===== src/rtl/executor_acoes.sv =====
// executor_acoes: consumer end of the dog-toy action counter.
// Takes the action index presented by the counter, holds one actuator line
// high for DUR_ACAO cycles, waits PAUSA cycles and then pulses pulso_avanca
// once so the counter steps to its next index. With continuo=1 the block
// waits one settle cycle (ESPERA) after each advance and starts the next
// action by itself.
//
// Handshake: start is a level sampled on a rising edge. It is honoured only
// in IDLE with power=1, and is never queued. acao_in is sampled only on the
// edge that leaves IDLE or ESPERA.
//
// Every output is a flop. Its next value is decoded from the next state, so
// it changes cleanly on the clock edge and never glitches.
module executor_acoes #(
  parameter int DUR_W    = 8,
  parameter int DUR_ACAO = 50,
  parameter int PAUSA    = 10
) (
  input  logic       clock_in,
  input  logic       reset,
  input  logic       power,
  input  logic       start,
  input  logic       continuo,
  input  logic [2:0] acao_in,
  output logic [5:0] atuador,
  output logic       pulso_avanca,
  output logic       ocupado,
  output logic       erro,
  output logic [7:0] acoes_feitas
);

  typedef enum logic [2:0] {
    IDLE     = 3'd0,
    RUN      = 3'd1,
    PAUSA_ST = 3'd2,
    ESPERA   = 3'd3,
    ERRO_ST  = 3'd4
  } estado_t;

  // Timer reload values. A timer loaded with N-1 that counts down to 0
  // covers exactly N cycles.
  localparam logic [DUR_W-1:0] RUN_LOAD   = DUR_W'(DUR_ACAO - 1);
  localparam logic [DUR_W-1:0] PAUSA_LOAD = DUR_W'(PAUSA - 1);
  localparam logic [DUR_W-1:0] TIMER_ONE  = DUR_W'(1);

  estado_t          state_q, state_d;
  logic [DUR_W-1:0] timer_q, timer_d;
  logic [2:0]       code_q, code_d;
  logic [7:0]       count_q, count_d;
  logic [5:0]       atuador_q, atuador_d;
  logic             pulso_q, pulso_d;
  logic             ocupado_q, ocupado_d;
  logic             erro_q, erro_d;

  // The block may latch a new index only in IDLE with start, or in ESPERA
  // (where start is implied).
  logic aceita;
  // The final pause cycle is the one in which pulso_avanca is high.
  logic fim_pausa;

  // Decode of a valid index into the actuator line it drives.
  function automatic logic [5:0] one_hot(input logic [2:0] code);
    logic [5:0] r;
    r = '0;
    if (code <= 3'd5) begin
      r = 6'b000001 << code;
    end
    return r;
  endfunction

  // Next-state, timer, latched code and completion counter.
  always_comb begin
    state_d   = state_q;
    timer_d   = timer_q;
    code_d    = code_q;
    count_d   = count_q;
    aceita    = 1'b0;
    fim_pausa = (state_q == PAUSA_ST) && (timer_q == '0);

    if (!power) begin
      // Losing power abandons the current action without counting it.
      state_d = IDLE;
      timer_d = '0;
    end else begin
      case (state_q)
        IDLE: begin
          aceita = start;
        end
        ESPERA: begin
          aceita = 1'b1;
        end
        RUN: begin
          if (timer_q == '0) begin
            state_d = PAUSA_ST;
            timer_d = PAUSA_LOAD;
          end else begin
            timer_d = timer_q - TIMER_ONE;
          end
        end
        PAUSA_ST: begin
          if (fim_pausa) begin
            count_d = count_q + 8'd1;
            state_d = continuo ? ESPERA : IDLE;
          end else begin
            timer_d = timer_q - TIMER_ONE;
          end
        end
        ERRO_ST: begin
          state_d = IDLE;
        end
        default: begin
          state_d = IDLE;
          timer_d = '0;
        end
      endcase

      if (aceita) begin
        code_d = acao_in;
        if (acao_in <= 3'd5) begin
          state_d = RUN;
          timer_d = RUN_LOAD;
        end else begin
          state_d = ERRO_ST;
          timer_d = '0;
        end
      end
    end
  end

  // Output values for the next cycle, decoded from the next state.
  always_comb begin
    atuador_d = '0;
    pulso_d   = 1'b0;
    erro_d    = 1'b0;
    ocupado_d = (state_d != IDLE);
    if (state_d == RUN) begin
      atuador_d = one_hot(code_d);
    end
    if ((state_d == PAUSA_ST) && (timer_d == '0)) begin
      pulso_d = 1'b1;
    end
    if (state_d == ERRO_ST) begin
      erro_d = 1'b1;
    end
  end

  // State, timer, latched code and counter registers.
  always_ff @(posedge clock_in or negedge reset) begin
    if (!reset) begin
      state_q <= IDLE;
      timer_q <= '0;
      code_q  <= '0;
      count_q <= '0;
    end else begin
      state_q <= state_d;
      timer_q <= timer_d;
      code_q  <= code_d;
      count_q <= count_d;
    end
  end

  // Registered outputs.
  always_ff @(posedge clock_in or negedge reset) begin
    if (!reset) begin
      atuador_q <= '0;
      pulso_q   <= 1'b0;
      ocupado_q <= 1'b0;
      erro_q    <= 1'b0;
    end else begin
      atuador_q <= atuador_d;
      pulso_q   <= pulso_d;
      ocupado_q <= ocupado_d;
      erro_q    <= erro_d;
    end
  end

  assign atuador      = atuador_q;
  assign pulso_avanca = pulso_q;
  assign ocupado      = ocupado_q;
  assign erro         = erro_q;
  assign acoes_feitas = count_q;

endmodule


===== config.mk =====
export PLATFORM = sky130hd
export DESIGN_NAME = executor_acoes
export DESIGN_NICKNAME = d
export VERILOG_FILES = /design/src/rtl/executor_acoes.sv
export SDC_FILE = /design/constraint.sdc
export NUM_CORES = 1
export LEC_CHECK = 0
export ABC_AREA = 1
export ABC_CLOCK_PERIOD_IN_PS = 2100
export BUFFER_PORTS_ARGS = -buffer_cell sky130_fd_sc_hd__buf_4
export CORE_MARGIN = 2
export CORE_UTILIZATION = 56
export DETAILED_ROUTE_END_ITERATION = 8
export GPL_TIMING_DRIVEN = 1
export PLACE_DENSITY = 0.79
export SLEW_MARGIN = 0
export SYNTH_ARGS = -nofsm -noshare
export SYNTH_HDL_FRONTEND = slang
export SYNTH_SLANG_ARGS = --single-unit

===== constraint.sdc =====
create_clock -name clock_in -period 2.1 [get_ports clock_in]
set_clock_uncertainty 0.15 [all_clocks]
set_input_delay 0.21 -clock clock_in [delete_from_list [all_inputs] [get_ports clock_in]]
set_output_delay 0.21 -clock clock_in [all_outputs]
set_load 0.01 [all_outputs]

### Word-level counts from Yosys, hierarchy flattened

Cells that the tools add are included.

| storage, ports and cells | value |
|---|---|
| bits in registers | 31 |
| bits in latches | 0 |
| memory bits (writable) | 0 |
| bits in read-only memories | 0 |
| input port bits | 8 |
| output and inout bits | 17 |
| word-level logic and storage cells | 50 |
| memories | 0 |

| operators by class | value |
|---|---|
| $add $sub $neg | 2 |
| multipliers | 0 |
| divide/modulo/power cells | 0 |
| $lt $le $gt $ge | 2 |
| eq/ne operators | 7 |
| shift operators | 1 |
| multiplexer cells | 21 |
| bitwise logic cells | 0 |
| reduce and logical (&&, ||, !) cells | 9 |

Operator list:

| kind | number |
|---|---|
| 2-to-1 mux 8 bit | 4 |
| case mux 8 bit (3 select lines) | 1 |
| 2-to-1 mux 3 bit | 7 |
| 2-to-1 mux 6 bit | 3 |
| logical NOT 8 bit | 2 |
| == test 3 x 2 -> 1 bit (second input constant) | 3 |
| case mux 3 bit (3 select lines) | 1 |
| adder 8 x 1 -> 8 bit (second input constant) | 1 |
| subtractor 8 x 1 -> 8 bit (second input constant) | 1 |
| == test 3 x 1 -> 1 bit (second input constant) | 2 |
| == test 3 bit (second input constant) | 2 |
| less-or-equal comparator 3 bit (second input constant) | 2 |
| left shift 1 x 3 -> 6 bit (first input constant) | 1 |
| logical NOT 3 bit | 1 |
| 2-to-1 mux 1 bit | 3 |
| AND reduction 3 bit | 1 |
| nonzero test 3 bit | 1 |
| OR reduction 3 bit | 1 |
| logical AND 1 bit | 2 |
| 2-to-1 mux 2 bit | 1 |
| case mux 1 bit (2 select lines) | 1 |
| OR reduction 2 bit | 1 |

### Depth between registers and ports, before layout

| depth | value |
|---|---|
| depth after elaboration | 9 |
| depth in mapped cells | 13 |
| mapped depth without buffers | 13 |

### Least setup slack after synthesis

OpenSTA, ideal clock, no wires.

| path | value |
|---|---|
| path kind | register to register |
| from | register timer_q[0] |
| to | register count_q[7] (netlist: acoes_feitas[7]) |
| library setup time | 124 ps |
| arrival | 1,523 ps |
| required time | 1,826 ps |
| setup slack | 303 ps |
| cell stages (with the launch flop) | 11 |
| buffers on the path | 0 |
| period minus slack after synthesis | 1,797 ps |
| cells stage by stage | dfrtp_1 inv_1 ha_1 nand2_4 nor2_4 nand2_4 nor2_8 nand2_4 nor2_4 nand3_2 xnor2_1 |

| on the way | value |
|---|---|
| word-level cells in the longest chain between the ends | 3 |

Ends and longest elaborated chain:

| what | RTL line | RTL |
|---|---|---|
| from (decl) | 47 | `logic [DUR_W-1:0] timer_q, timer_d;` |
| from (signal assigned) | 156 | `timer_q <= timer_d;` |
| logical NOT 8 bit | 78 | `fim_pausa = (state_q == PAUSA_ST) && (timer_q == '0);` |
| logical AND 1 bit | 78 |  |
| AND reduction 3 bit (no source line) | -- |  |
| to (signal assigned) | 158 | `count_q <= count_d;` |
| to (decl) | 49 | `logic [7:0] count_q, count_d;` |

Every way passes these cells.
A chain may end at the register's enable or synchronous reset.

### Final worst setup path

Ends and elaborated chain as after synthesis.

==> flow_metrics.py <==
metrics = {
    "clocking": {
        "htree_levels": 2,
        "clk_latency_ns": 0.32,
        "clk_pin_slew_ns": 0.09,
        "clock_path_buffers": 2,
        "cts_tree": "yes",
        "cts_buffers": 5,
        "cts.sinks": 31,
        "cts_setup_buffers": 0,
        "cts_root_buffer": "clkbuf_4",
    },
    "global_routing": {
        "grt_pass1_vias": 1296,
        "gr-total-overflow": 0,
        "grt_max_degree": 32,
        "grt_pass1_wl_um": 5630,
        "track_usage": 0.218,
        "antenna_found_initial": 0,
    },
    "worst_setup_path": {
        "cp_cell_sequence": "inv_1 > ha_2 > nand2_4 > nor2_4 > nand2_4 > nor2_8 > nand2_4 > nor2_4 > nand3_2 > xnor2_1",
        "path_common_cell": "nand2_4",
        "cpLargestDelayFamily": "simple AND/OR/NAND/NOR gates",
        "critPathLaunchType": "flop",
        "cp-end-kind": "flop",
        "worstPathRequired_ns": 2.16,
        "slowest_stage": "dfrtp_1",
        "rrSetupSlack_ns": 0.18,
        "r2r_start": "timer_q[0]$_DFF_PN0_",
        "critPathLaunch": "timer_q[0]$_DFF_PN0_",
        "crit_type": "flop to flop",
        "critPathBufInv": 1,
        "slowest_delay_ns": 0.40,
        "crit_fanout": 5,
        "cp.arrival_ns": 1.98,
    },
    "sta": {
        "rsz0062_at_grt": "false",
        "worst_pin_slew_ns": 0.377,
        "hold_ws_ns": 0.0379,
        "fin_setup_tns_ns": 0,
        "finalCritPeriodShare": 0.914,
        "hold_viol_final": 0,
        "fin_crit_ns": 1.92,
        "max_freq_mhz": 521,
        "setup_violations": 0,
        "maxSlewViolCount": 0,
        "slew_headroom": 0.748,
    },
    "die": {
        "start_util": 0.598,
        "io_pins": 25,
        "core_area_mm2": 0.00278,
        "die_w_um": 58.5,
        "die_height_um": 58.5,
        "std_cell_rows": 19,
        "dieArea_mm2": 0.00342,
    },
    "routing": {
        "via_count": 1355,
        "via_per_inst": 5.06,
        "ant_nets": 0,
        "firstDrtPassIters": 4,
        "wire_per_inst_um": 11.9,
        "finalWirelength_um": 3180,
        "drc": 0,
        "drt_iter0_markers": 41,
    },
    "layout": {
        "num-nets-final": 246,
        "diodes": 0,
        "n_fill_cell": 221,
        "syn2layout_area_growth_pct": 19.5,
        "final_util": 0.715,
        "drive_above_1_share": 0.245,
        "layout.cells.non_filler": 268,
    },
    "logic_synthesis": {
        "yosys.area.top_type": "dfrtp_1",
        "synth_nets": 213,
        "ys_seq_area_frac": 0.466,
        "synth_top_area_share": 0.466,
        "synth_cells": 203,
        "syn_area_per_cell_um2": 8.20,
        "synth_area_mm2": 0.00166,
        "ys_types": 26,
        "synth_seq_cells": 31,
        "yosysWarningCount": 0,
        "synth_area_leaders": "dfrtp_1 47%, nand2_1 12%, inv_1 7.2%",
    },
    "placed_design": {
        "post-place-cells": 259,
        "place_congestion": 0.914,
        "place.port_buffers": 24,
        "place_hpwl_um": 2440,
    },
    "pwr": {
        "ir_worst_vdd_mv": 1.01,
        "powerDensity_mw_per_mm2": 1130,
        "p_leak_nw": 1.17,
        "total_power_w": 0.00225,
    },
    "job": {
        "maxCapViolCount": 0,
    },
    "hold_path": {
        "hp-class": "input pin to flop",
        "min-delay-start": "acao_in[2]",
    },
    "status": {
        "status": "completed",
    },
}
metrics by stage:
step / setup WS (ns) / cell area [um2]
3_5_place_dp: 0.130 / 1890
3_3_place_gp: 0.217 / 1890
4_1_cts: 0.111 / 1990
5_1_grt: 0.0101 / 1990
6_report: 0.180 / 1990
2_1_floorplan: 0.303 / 1660
worst register-to-register path, delay by kind of cell, from the launching register on:
kind	cells	cell delay (ns)
and+or+nand+nor	7	0.74
DFF	1	0.40
adders and majority gates	1	0.26
xor gates and xnor gates	1	0.13
buffers and inverters	1	0.12
layout by cell type (no fill, tap or decap), drive strengths merged:
cell and instances:
buf 25, a21boi 1, o21bai 1, dlygate4sd3 1, inv 36, nand2 62, clkbuf 6, nand4 3
nor3 4, ha 2, dfrtp 31, nor2 27, nand3b 1, xor2 4, bufinv 1, nand3 16
o21ai 9, a21oi 1, xnor2 4, mux2 1, clkinv 1
repair_timing:
action                     4_1_cts  5_1_grt
gates resized for setup          0        1
hold endpoints to repair        31        0
setup endpoints to repair        0        1
hold buffers                     1        0
power by group:
part | internal, W | switching (W)
Combinational | 0.000357 | 0.000610
Sequential | 0.000712 | 0.0000978
Clock | 0.000281 | 0.000196
routing by layer:
| metal | track usage | part of all wire | up-vias | routed length (um) |
|---|---|---|---|---|
| li1 | - | - | 686 | - |
| met1 | 0.279 | 0.46 | 642 | 1450 |
| met2 | 0.366 | 0.50 | 21 | 1580 |
| met3 | 0.0527 | 0.031 | 6 | 98 |
| met4 | 0.0698 | 0.015 | 0 | 47 |
| met5 | 0 | 0 | - | 0 |
final cells by class:
| cell class | count | area (um2) | share of cell area |
|---|---|---|---|
| well taps | 31 | 38.8 | 0.0195 |
| clock buffers | 6 | 51.3 | 0.0258 |
| repair buffers | 26 | 198 | 0.0994 |
| flip-flops and latches | 31 | 776 | 0.390 |
| multi-input cells | 136 | 756 | 0.380 |
| inverters | 36 | 135 | 0.0679 |
| clock inverters | 2 | 35.0 | 0.0176 |
cell families (layout without fill, tap and decap cells):
family | after synthesis | count (layout) | share of synthesized area
and+or+nand+nor | 113 | 113 | 0.341
buffers and inverters | 36 | 70 | 0.0812
DFF | 31 | 31 | 0.466
AOI/OAI and AO/OA | 12 | 12 | 0.0481
xor gates and xnor gates | 8 | 8 | 0.0421
adders and majority gates | 2 | 2 | 0.0150
muxes | 1 | 1 | 0.00677
path summary, 6_finish.rpt:
check                                               to  depth (start not counted)
hold reg to reg            acoes_feitas[7]$_DFFE_PN0P_                          1
setup / recovery           acoes_feitas[7]$_DFFE_PN0P_                         10
setup reg to reg           acoes_feitas[7]$_DFFE_PN0P_                         10
min in group asynchronous            ocupado$_DFF_PN0_                          2
max in group asynchronous         atuador[2]$_DFF_PN0_                          2
hold / removal                          erro$_DFF_PN0_                          3
flip-flops by register name (all words and copies together), names as in the netlist:
register      count
acoes_feitas      8
timer_q           8
atuador           6
code_q            3
state_q           3
erro              1
ocupado           1
pulso_avanca      1
cell usage after synthesis:
cell type	n
o21ai_1	3
dfrtp_1	31
nor2_4	4
inv_2	4
inv_1	32
a21boi_2	1
nand2_4	3
nand2_1	55
xnor2_1	4
nor2_8	1
o21ai_4	1
nand3_2	1
ha_1	2
o21bai_1	1
nor3_2	1
nor2_1	20
nand3_1	15
a21oi_1	1
nand3b_4	1
nand4_1	3
o21ai_0	5
nand2_2	4
xor2_1	4
nor2_2	2
nor3_1	3
mux2_2	1
(Power assumes the default switching activity.)
